## src/rtl/hmac_stream_arbiter_pkg.sv

```systemverilog
`default_nettype none
// ============================================================================
// Module   : hmac_arb_pkg
// Purpose  : Shared definitions for the HMAC stream arbiter: FSM state
//            encoding, counter widths and a saturating-increment helper.
// Revision : 1.0 - initial release
// ============================================================================
package hmac_arb_pkg;

    localparam int BEAT_CNT_W    = 16;
    localparam int TIMEOUT_CNT_W = 13;

    typedef logic [1:0] arb_state_t;

    localparam arb_state_t IDLE     = 2'd0;
    localparam arb_state_t STREAM   = 2'd1;
    localparam arb_state_t WAIT_RES = 2'd2;
    localparam arb_state_t RESP     = 2'd3;

    // Beat counter increment that sticks at all-ones instead of wrapping.
    function automatic logic [BEAT_CNT_W-1:0] sat_inc(input logic [BEAT_CNT_W-1:0] v);
        return (v == {BEAT_CNT_W{1'b1}}) ? v : v + BEAT_CNT_W'(1);
    endfunction

endpackage : hmac_arb_pkg
`default_nettype wire

```

## src/rtl/hmac_stream_arbiter_if.sv

```systemverilog
`default_nettype none
// ============================================================================
// Module   : hmac_stream_arbiter_if
// Purpose  : Bundles the requester streams, the shared HMAC s_axis link and
//            the verdict/result signals of the HMAC stream arbiter.
// Ports    : req_tvalid/tready/tdata/tlast  - N_REQ requester lanes
//            m_axis_tvalid/tready/tdata/tlast - link to the HMAC unit
//            auth_done/auth_err             - verdict from the HMAC unit
//            res_valid/res_err              - verdict routed to requesters
// Modports : master - the arbiter (drives the m_axis link and results)
//            slave  - the environment (requesters + HMAC unit)
// Revision : 1.0 - initial release
// ============================================================================
interface hmac_stream_arbiter_if #(
    parameter int N_REQ  = 4,
    parameter int DATA_W = 32
) ();

    logic [N_REQ-1:0]        req_tvalid;
    logic [N_REQ-1:0]        req_tready;
    logic [N_REQ*DATA_W-1:0] req_tdata;
    logic [N_REQ-1:0]        req_tlast;

    logic                    m_axis_tvalid;
    logic                    m_axis_tready;
    logic [DATA_W-1:0]       m_axis_tdata;
    logic                    m_axis_tlast;

    logic                    auth_done;
    logic                    auth_err;

    logic [N_REQ-1:0]        res_valid;
    logic                    res_err;

    modport master (
        input  req_tvalid, req_tdata, req_tlast, m_axis_tready, auth_done, auth_err,
        output req_tready, m_axis_tvalid, m_axis_tdata, m_axis_tlast, res_valid, res_err
    );

    modport slave (
        output req_tvalid, req_tdata, req_tlast, m_axis_tready, auth_done, auth_err,
        input  req_tready, m_axis_tvalid, m_axis_tdata, m_axis_tlast, res_valid, res_err
    );

endinterface : hmac_stream_arbiter_if
`default_nettype wire

```

## src/rtl/hmac_stream_arbiter_rr_select.sv

```systemverilog
`default_nettype none
// ============================================================================
// Module   : rr_select
// Purpose  : Combinational round-robin picker. Returns the first set request
//            found searching upward from i_ptr+1 with wrap-around, so the
//            lane at i_ptr has the lowest priority.
// Ports    : i_req - request vector     i_ptr - last granted index
//            o_gnt - one-hot grant      o_idx - grant index
//            o_any - at least one request is set
// Revision : 1.0 - initial release
// ============================================================================
module rr_select #(
    parameter int N_REQ = 4,
    parameter int ID_W  = 2
) (
    input  logic [N_REQ-1:0] i_req,
    input  logic [ID_W-1:0]  i_ptr,
    output logic [N_REQ-1:0] o_gnt,
    output logic [ID_W-1:0]  o_idx,
    output logic             o_any
);

    logic [ID_W-1:0] w_cand;

    always_comb begin
        o_gnt  = '0;
        o_idx  = '0;
        o_any  = 1'b0;
        w_cand = '0;
        // k = N_REQ wraps back to i_ptr itself, so the previous owner is
        // still served when it is the only requester.
        for (int k = 1; k <= N_REQ; k++) begin
            w_cand = ID_W'((int'(i_ptr) + k) % N_REQ);
            if (!o_any && i_req[w_cand]) begin
                o_any         = 1'b1;
                o_idx         = w_cand;
                o_gnt[w_cand] = 1'b1;
            end
        end
    end

endmodule : rr_select
`default_nettype wire

```

## src/rtl/hmac_stream_arbiter.sv

```systemverilog
`default_nettype none
// ============================================================================
// Module   : hmac_stream_arbiter
// Purpose  : Shares one HMAC unit s_axis port between N_REQ stream
//            requesters. Whole frames are granted round-robin; the grant is
//            held through tlast and until the unit returns a verdict, which
//            is routed back to the owner as a one-cycle res_valid pulse.
// Ports    : s_axis_aclk   - stream clock
//            s_axis_areset - asynchronous active-high reset
//            bus           - requester lanes, m_axis link, verdict, results
//            grant_id      - current/last owner index
//            busy          - FSM not in IDLE
//            beat_cnt      - beats forwarded in current/last frame
//            timeout_evt   - verdict watchdog expiry pulse (optional)
// Options  : HMAC_ARB_TIMEOUT_EN - adds the WAIT_RES watchdog and the
//            timeout_evt port; without it WAIT_RES waits forever.
// Revision : 1.0 - initial release
// ============================================================================
module hmac_stream_arbiter
    import hmac_arb_pkg::*;
#(
    parameter int N_REQ          = 4,
    parameter int DATA_W         = 32,
    parameter int ID_W           = 2,
    parameter int TIMEOUT_CYCLES = 4096
) (
    input  logic                  s_axis_aclk,
    input  logic                  s_axis_areset,
    hmac_stream_arbiter_if.master bus,
    output logic [ID_W-1:0]       grant_id,
    output logic                  busy,
    output logic [BEAT_CNT_W-1:0] beat_cnt
`ifdef HMAC_ARB_TIMEOUT_EN
    ,
    output logic                  timeout_evt
`endif
);

    if (ID_W != $clog2(N_REQ) || TIMEOUT_CYCLES < 2 ||
        TIMEOUT_CYCLES > (2 ** TIMEOUT_CNT_W)) begin : g_param_check
        $error("hmac_stream_arbiter: inconsistent ID_W/N_REQ or TIMEOUT_CYCLES");
    end

    arb_state_t            r_state;
    logic [ID_W-1:0]       r_grant_id;
    logic [N_REQ-1:0]      r_grant_oh;
    logic [ID_W-1:0]       r_ptr;
    logic [BEAT_CNT_W-1:0] r_beat_cnt;
    logic [N_REQ-1:0]      r_res_valid;
    logic                  r_res_err;

    logic [N_REQ-1:0]      w_sel_gnt;
    logic [ID_W-1:0]       w_sel_idx;
    logic                  w_sel_any;
    logic                  w_in_stream;
    logic                  w_m_tvalid;
    logic                  w_m_tlast;
    logic                  w_hs;
    logic                  w_verdict;

    rr_select #(
        .N_REQ (N_REQ),
        .ID_W  (ID_W)
    ) u_rr_select (
        .i_req (bus.req_tvalid),
        .i_ptr (r_ptr),
        .o_gnt (w_sel_gnt),
        .o_idx (w_sel_idx),
        .o_any (w_sel_any)
    );

    // Pass-through of the granted lane only while streaming; every other
    // state presents an idle link and back-pressures all requesters.
    assign w_in_stream       = (r_state == STREAM);
    assign w_m_tvalid        = w_in_stream & |(bus.req_tvalid & r_grant_oh);
    assign w_m_tlast         = w_in_stream & |(bus.req_tlast & r_grant_oh);
    assign w_hs              = w_m_tvalid & bus.m_axis_tready;
    assign w_verdict         = bus.auth_done | bus.auth_err;

    assign bus.m_axis_tvalid = w_m_tvalid;
    assign bus.m_axis_tlast  = w_m_tlast;
    assign bus.m_axis_tdata  = w_in_stream ? bus.req_tdata[r_grant_id*DATA_W +: DATA_W]
                                           : '0;
    assign bus.req_tready    = w_in_stream ? (r_grant_oh & {N_REQ{bus.m_axis_tready}})
                                           : '0;

`ifdef HMAC_ARB_TIMEOUT_EN
    localparam logic [TIMEOUT_CNT_W-1:0] c_wd_limit = TIMEOUT_CNT_W'(TIMEOUT_CYCLES - 1);
    logic [TIMEOUT_CNT_W-1:0] r_wd_cnt;
    logic                     r_timeout_evt;
`endif

    always_ff @(posedge s_axis_aclk or posedge s_axis_areset) begin
        if (s_axis_areset) begin
            r_state       <= IDLE;
            r_grant_id    <= '0;
            r_grant_oh    <= '0;
            r_ptr         <= ID_W'(N_REQ - 1);
            r_beat_cnt    <= '0;
            r_res_valid   <= '0;
            r_res_err     <= 1'b0;
`ifdef HMAC_ARB_TIMEOUT_EN
            r_wd_cnt      <= '0;
            r_timeout_evt <= 1'b0;
`endif
        end else begin
            r_res_valid   <= '0;
`ifdef HMAC_ARB_TIMEOUT_EN
            r_timeout_evt <= 1'b0;
`endif
            case (r_state)
                IDLE: begin
                    if (w_sel_any) begin
                        r_grant_id <= w_sel_idx;
                        r_grant_oh <= w_sel_gnt;
                        r_ptr      <= w_sel_idx;
                        r_beat_cnt <= '0;
                        r_state    <= STREAM;
                    end
                end
                STREAM: begin
                    if (w_hs) begin
                        r_beat_cnt <= sat_inc(r_beat_cnt);
                        if (w_m_tlast) begin
                            r_state  <= WAIT_RES;
`ifdef HMAC_ARB_TIMEOUT_EN
                            r_wd_cnt <= '0;
`endif
                        end
                    end
                end
                WAIT_RES: begin
                    // A real verdict beats a simultaneous watchdog expiry;
                    // err wins when the unit flags both.
                    if (w_verdict) begin
                        r_res_err   <= bus.auth_err;
                        r_res_valid <= r_grant_oh;
                        r_state     <= RESP;
                    end
`ifdef HMAC_ARB_TIMEOUT_EN
                    else if (r_wd_cnt == c_wd_limit) begin
                        r_res_err     <= 1'b1;
                        r_res_valid   <= r_grant_oh;
                        r_timeout_evt <= 1'b1;
                        r_state       <= RESP;
                    end else begin
                        r_wd_cnt <= r_wd_cnt + TIMEOUT_CNT_W'(1);
                    end
`endif
                end
                RESP: begin
                    r_state <= IDLE;
                end
                default: begin
                    r_state <= IDLE;
                end
            endcase
        end
    end

    assign grant_id      = r_grant_id;
    assign busy          = (r_state != IDLE);
    assign beat_cnt      = r_beat_cnt;
    assign bus.res_valid = r_res_valid;
    assign bus.res_err   = r_res_err;
`ifdef HMAC_ARB_TIMEOUT_EN
    assign timeout_evt   = r_timeout_evt;
`endif

endmodule : hmac_stream_arbiter
`default_nettype wire

```

## src/flat_wrapper.sv

```systemverilog
// flat-port wrapper written by rule: the top's interface ports become plain ports
module hmac_stream_arbiter_flat import hmac_arb_pkg::*;
#(
    parameter int N_REQ          = 4,
    parameter int DATA_W         = 32,
    parameter int ID_W           = 2,
    parameter int TIMEOUT_CYCLES = 4096
)
  (s_axis_aclk, s_axis_areset, grant_id, busy, beat_cnt, bus_req_tvalid, bus_req_tdata, bus_req_tlast, bus_m_axis_tready, bus_auth_done, bus_auth_err, bus_req_tready, bus_m_axis_tvalid, bus_m_axis_tdata, bus_m_axis_tlast, bus_res_valid, bus_res_err);
  hmac_stream_arbiter_if #(.N_REQ(N_REQ), .DATA_W(DATA_W)) bus_i ();
  input  logic s_axis_aclk;
  input  logic s_axis_areset;
  output logic [ID_W-1:0] grant_id;
  output logic busy;
  output logic [BEAT_CNT_W-1:0] beat_cnt;
  input wire logic [$bits(bus_i.req_tvalid)-1:0] bus_req_tvalid;
  input wire logic [$bits(bus_i.req_tdata)-1:0] bus_req_tdata;
  input wire logic [$bits(bus_i.req_tlast)-1:0] bus_req_tlast;
  input wire logic [$bits(bus_i.m_axis_tready)-1:0] bus_m_axis_tready;
  input wire logic [$bits(bus_i.auth_done)-1:0] bus_auth_done;
  input wire logic [$bits(bus_i.auth_err)-1:0] bus_auth_err;
  output wire logic [$bits(bus_i.req_tready)-1:0] bus_req_tready;
  output wire logic [$bits(bus_i.m_axis_tvalid)-1:0] bus_m_axis_tvalid;
  output wire logic [$bits(bus_i.m_axis_tdata)-1:0] bus_m_axis_tdata;
  output wire logic [$bits(bus_i.m_axis_tlast)-1:0] bus_m_axis_tlast;
  output wire logic [$bits(bus_i.res_valid)-1:0] bus_res_valid;
  output wire logic [$bits(bus_i.res_err)-1:0] bus_res_err;
  assign bus_i.req_tvalid = bus_req_tvalid;
  assign bus_i.req_tdata = bus_req_tdata;
  assign bus_i.req_tlast = bus_req_tlast;
  assign bus_i.m_axis_tready = bus_m_axis_tready;
  assign bus_i.auth_done = bus_auth_done;
  assign bus_i.auth_err = bus_auth_err;
  assign bus_req_tready = bus_i.req_tready;
  assign bus_m_axis_tvalid = bus_i.m_axis_tvalid;
  assign bus_m_axis_tdata = bus_i.m_axis_tdata;
  assign bus_m_axis_tlast = bus_i.m_axis_tlast;
  assign bus_res_valid = bus_i.res_valid;
  assign bus_res_err = bus_i.res_err;
  hmac_stream_arbiter #(.N_REQ(N_REQ), .DATA_W(DATA_W), .ID_W(ID_W), .TIMEOUT_CYCLES(TIMEOUT_CYCLES)) u_core (.s_axis_aclk(s_axis_aclk), .s_axis_areset(s_axis_areset), .bus(bus_i), .grant_id(grant_id), .busy(busy), .beat_cnt(beat_cnt));
endmodule
```

## config.mk

```make
export PLATFORM = sky130hd
export DESIGN_NAME = hmac_stream_arbiter_flat
export DESIGN_NICKNAME = d
export VERILOG_FILES = /design/src/rtl/hmac_stream_arbiter_pkg.sv /design/src/rtl/hmac_stream_arbiter_if.sv /design/src/rtl/hmac_stream_arbiter_rr_select.sv /design/src/rtl/hmac_stream_arbiter.sv /design/src/flat_wrapper.sv
export SDC_FILE = /design/constraint.sdc
export NUM_CORES = 1
export LEC_CHECK = 0
export BUFFER_PORTS_ARGS = -buffer_cell sky130_fd_sc_hd__buf_2
export CAP_MARGIN = 40
export CORE_MARGIN = 4
export CORE_UTILIZATION = 46
export DETAILED_ROUTE_END_ITERATION = 6
export HOLD_SLACK_MARGIN = 0.05
export PLACE_DENSITY = 0.85
export SLEW_MARGIN = 20
export SYNTH_ARGS = -nofsm -noshare
export SYNTH_HDL_FRONTEND = slang
export SYNTH_SLANG_ARGS = --single-unit
```

## constraint.sdc

```tcl
create_clock -name s_axis_aclk -period 3.6 [get_ports s_axis_aclk]
set_input_delay 0.36 -clock s_axis_aclk [delete_from_list [all_inputs] [get_ports s_axis_aclk]]
set_output_delay 0.36 -clock s_axis_aclk [all_outputs]
set_load 0.02 [all_outputs]
```

==> qor.yml <==
final.setup.tns_ns: 0
rows: 29
chipWidth_um: 89.7
die-area_sq_mm: 0.00805
ios: 203
fin_crit_sh: 0.717
cts_root_buffer: "clkbuf_8"
rr_endpoint: "u_core.r_grant_oh[0]$_DFFE_PP0P_"
drt_iter0_markers: 257
grtUsageTotal: 0.272
dr.pass1.iters: 5
yosysSeqAreaShare: 0.253
status: "complete, no violations"
cts_made_buffers: 5
cts_tree: "done"
core-area_sq_mm: 0.00642
cts.sinks: 31
power.leakage_uw: 0.00226
hpwlAfterDp_mm: 9.31
finalSetupViolCount: 0
cts_resized: 0
postCtsSetupBuffers: 0
port_buffers: 202
synth_fp_nets: 458
clk_latency_ns: 0.28
grt_pass1_wl_mm: 17.7
holdWs_ns: 0.155
finalWirelength_mm: 11.3
syn_area_per_cell_sq_um: 10.1
antenna_found_initial: 0
cp.arrival_ns: 2.22
num_vias: 3436
route.detailed.drc: 0
fin_skew_ns: 0.00945
design_area_sq_mm: 0.00425
drive_gt1_frac: 0.514
via_per_inst: 5.93
clk_pin_slew_ns: 0.07
start_util: 0.478
ys_ff_latch: 31
tightest_slew_ns: 0.633
syn2layout_area_growth_pct: 38.5
cts_hold_buf: 0
layout_min_cycle_time_ns: 2.58
final_max_slew_viol_count: 0
hold_violations: 0
ir_drop_v: 0.000646
synth_area_leader_cell: "dfrtp_1"
synthesis.area_sq_mm: 0.00307
switchingPower_uw: 1380
crit_path_end_kind: "output port"
diodes: 0
timing.rr.start: "u_core.r_ptr[0]$_DFFE_PP1P_"
clockBufferDepth: 2
gr-total-overflow: 0
cp_max_fo: 21
ys_top_cells_by_area: "dfrtp_1 24%, mux4_2 23%, and2_1 7.9%"
setup_slack_ns: 1.02
worstHoldPathType: "in -> async"
reg2reg_slack_ns: 1.23
wire_per_inst_um: 19.6
nets: 654
slew-limit-headroom: 0.578
combinationalPowerShare: 0.680
place_congestion: 1.01
netlist.area_leader.share: 0.236
start_kind: "flip-flop"
p_per_area_mw_per_mm2: 688
p_int_uw: 1550
clkPwrFrac: 0.102
pre_cts_ws_ns: 1.25
die_height_um: 89.7
grt_pass1_vias: 3319
fmax_ghz: 0.387
r2r_cells: 6
critPathKind: "reg -> out"
synthCells: 305
crit_required_ns: 3.24
switching_share: 0.471
post_dp_cell_area_sq_mm: 0.00415
drtAntennaViolNets: 0
power_frac_seq: 0.218
htree_num_levels: 2
ys_types: 50
synth-warning-count: 0
grt_max_degree: 35
maxCapViolations: 0
rsz0062_at_grt: "false"
cells in the mapped netlist, drive strengths merged:
master	n
nor4	1
nor3	7
inv	10
o22ai	1
nand4	3
a221oi	1
a21oi	8
nand4b	1
dfrtp	29
mux2	1
mux2i	4
dfstp	2
nor3b	1
or3	1
a2111oi	1
buf	5
o31ai	5
a31oi	5
a22oi	2
a21o	4
a22o	4
o31a	1
xnor2	1
a221o	5
and4	1
a41oi	2
o21ai	17
nand3	11
mux4	34
nand2b	2
ha	12
nand2	21
and2b	1
o311ai	1
and3	17
and3b	1
clkbuf	15
o41ai	3
a211o	8
nor2b	3
and2	40
nor2	13
state kept, by name, summed over array words and instances (netlist names):
name / flops
u_core.r_state: 2
u_core.bus.res_valid: 4
u_core.grant_id: 2
u_core.r_grant_oh: 4
u_core.bus.res_err: 1
u_core.r_ptr: 2
u_core.beat_cnt: 16
layout by cell type, fill, tap and decap left out, drive strengths merged, types with 7 or more instances in the layout:
master / n
ha: 12
o21ai: 17
buf: 209
mux4: 34
inv: 10
nand2: 21
nor2: 13
dfrtp: 29
nand3: 11
and3: 17
a21oi: 8
nor3: 7
a211o: 8
clkbuf: 8
and2: 40
how the worst max path moves through the flow:
stage                                         startpoint                         endpoint
after floorplan            u_core.r_state[0]$_DFFE_PP0P_  u_core.beat_cnt[10]$_DFFE_PP0P_
after global placement     u_core.r_state[1]$_DFFE_PP0P_  u_core.beat_cnt[12]$_DFFE_PP0P_
after detailed placement     u_core.r_ptr[0]$_DFFE_PP1P_   u_core.grant_id[0]$_DFFE_PP0P_
after CTS                 u_core.grant_id[0]$_DFFE_PP0P_              bus_m_axis_tdata[3]
after global routing      u_core.grant_id[0]$_DFFE_PP0P_              bus_m_axis_tdata[3]
final                     u_core.grant_id[0]$_DFFE_PP0P_              bus_m_axis_tdata[3]
power groups by stage:
stage / sequential [uW] / clock, uW / combinational, uW
after CTS: 640 / 308 / 1990
final: 639 / 299 / 1990
after global routing: 667 / 328 / 2140
after global placement: 638 / 0 / 1910
after detailed placement: 645 / 0 / 1980
after floorplan: 585 / 0 / 1470
layer usage:
| layer | up-vias | share of wire | track usage |
|---|---|---|---|
| li1 | 1578 | - | - |
| met5 | - | 0 | 0 |
| met1 | 1641 | 0.38 | 0.345 |
| met2 | 201 | 0.51 | 0.474 |
| met3 | 16 | 0.094 | 0.0701 |
| met4 | 0 | 0.016 | 0.0524 |
worst max-delay path, cell delays in order, from the launching register on:
cell	delay, ns
dfrtp_2	0.78
buf_4	0.31
mux4_2	0.50
and2_1	0.18
buf_2	0.16
metrics by stage:
step           total power (uW)  utilization  instances
2_1_floorplan              2060            -        305
3_3_place_gp               2550        0.643        569
3_5_place_dp               2620        0.647        571
4_1_cts                    2940        0.662        579
5_1_grt                    3140        0.662        579
6_report                   2930        0.662        579
final cells by class:
cell class / instances / area [sq um]
Clock buffer: 8 / 100
Fill cell: 526 / 2170
Inverter: 10 / 37.5
Multi-Input combinational cell: 244 / 2170
Sequential cell: 31 / 779
Tap cell: 77 / 96.3
Timing Repair Buffer: 209 / 1070
kinds of logic (layout without fill, tap and decap cells):
family | Yosys count | after routing | share of synthesized area
adder cells (fa/ha/maj) | 12 | 12 | 0.0489
buffers and inverters | 30 | 227 | 0.0407
AO/OA/AOI/OAI | 68 | 68 | 0.161
XOR/XNOR | 1 | 1 | 0.00285
flip-flops | 31 | 31 | 0.253
multiplexers | 39 | 39 | 0.268
AND/OR/NAND/NOR | 124 | 124 | 0.225
No activity file was read; power rests on OpenSTA's default activity.
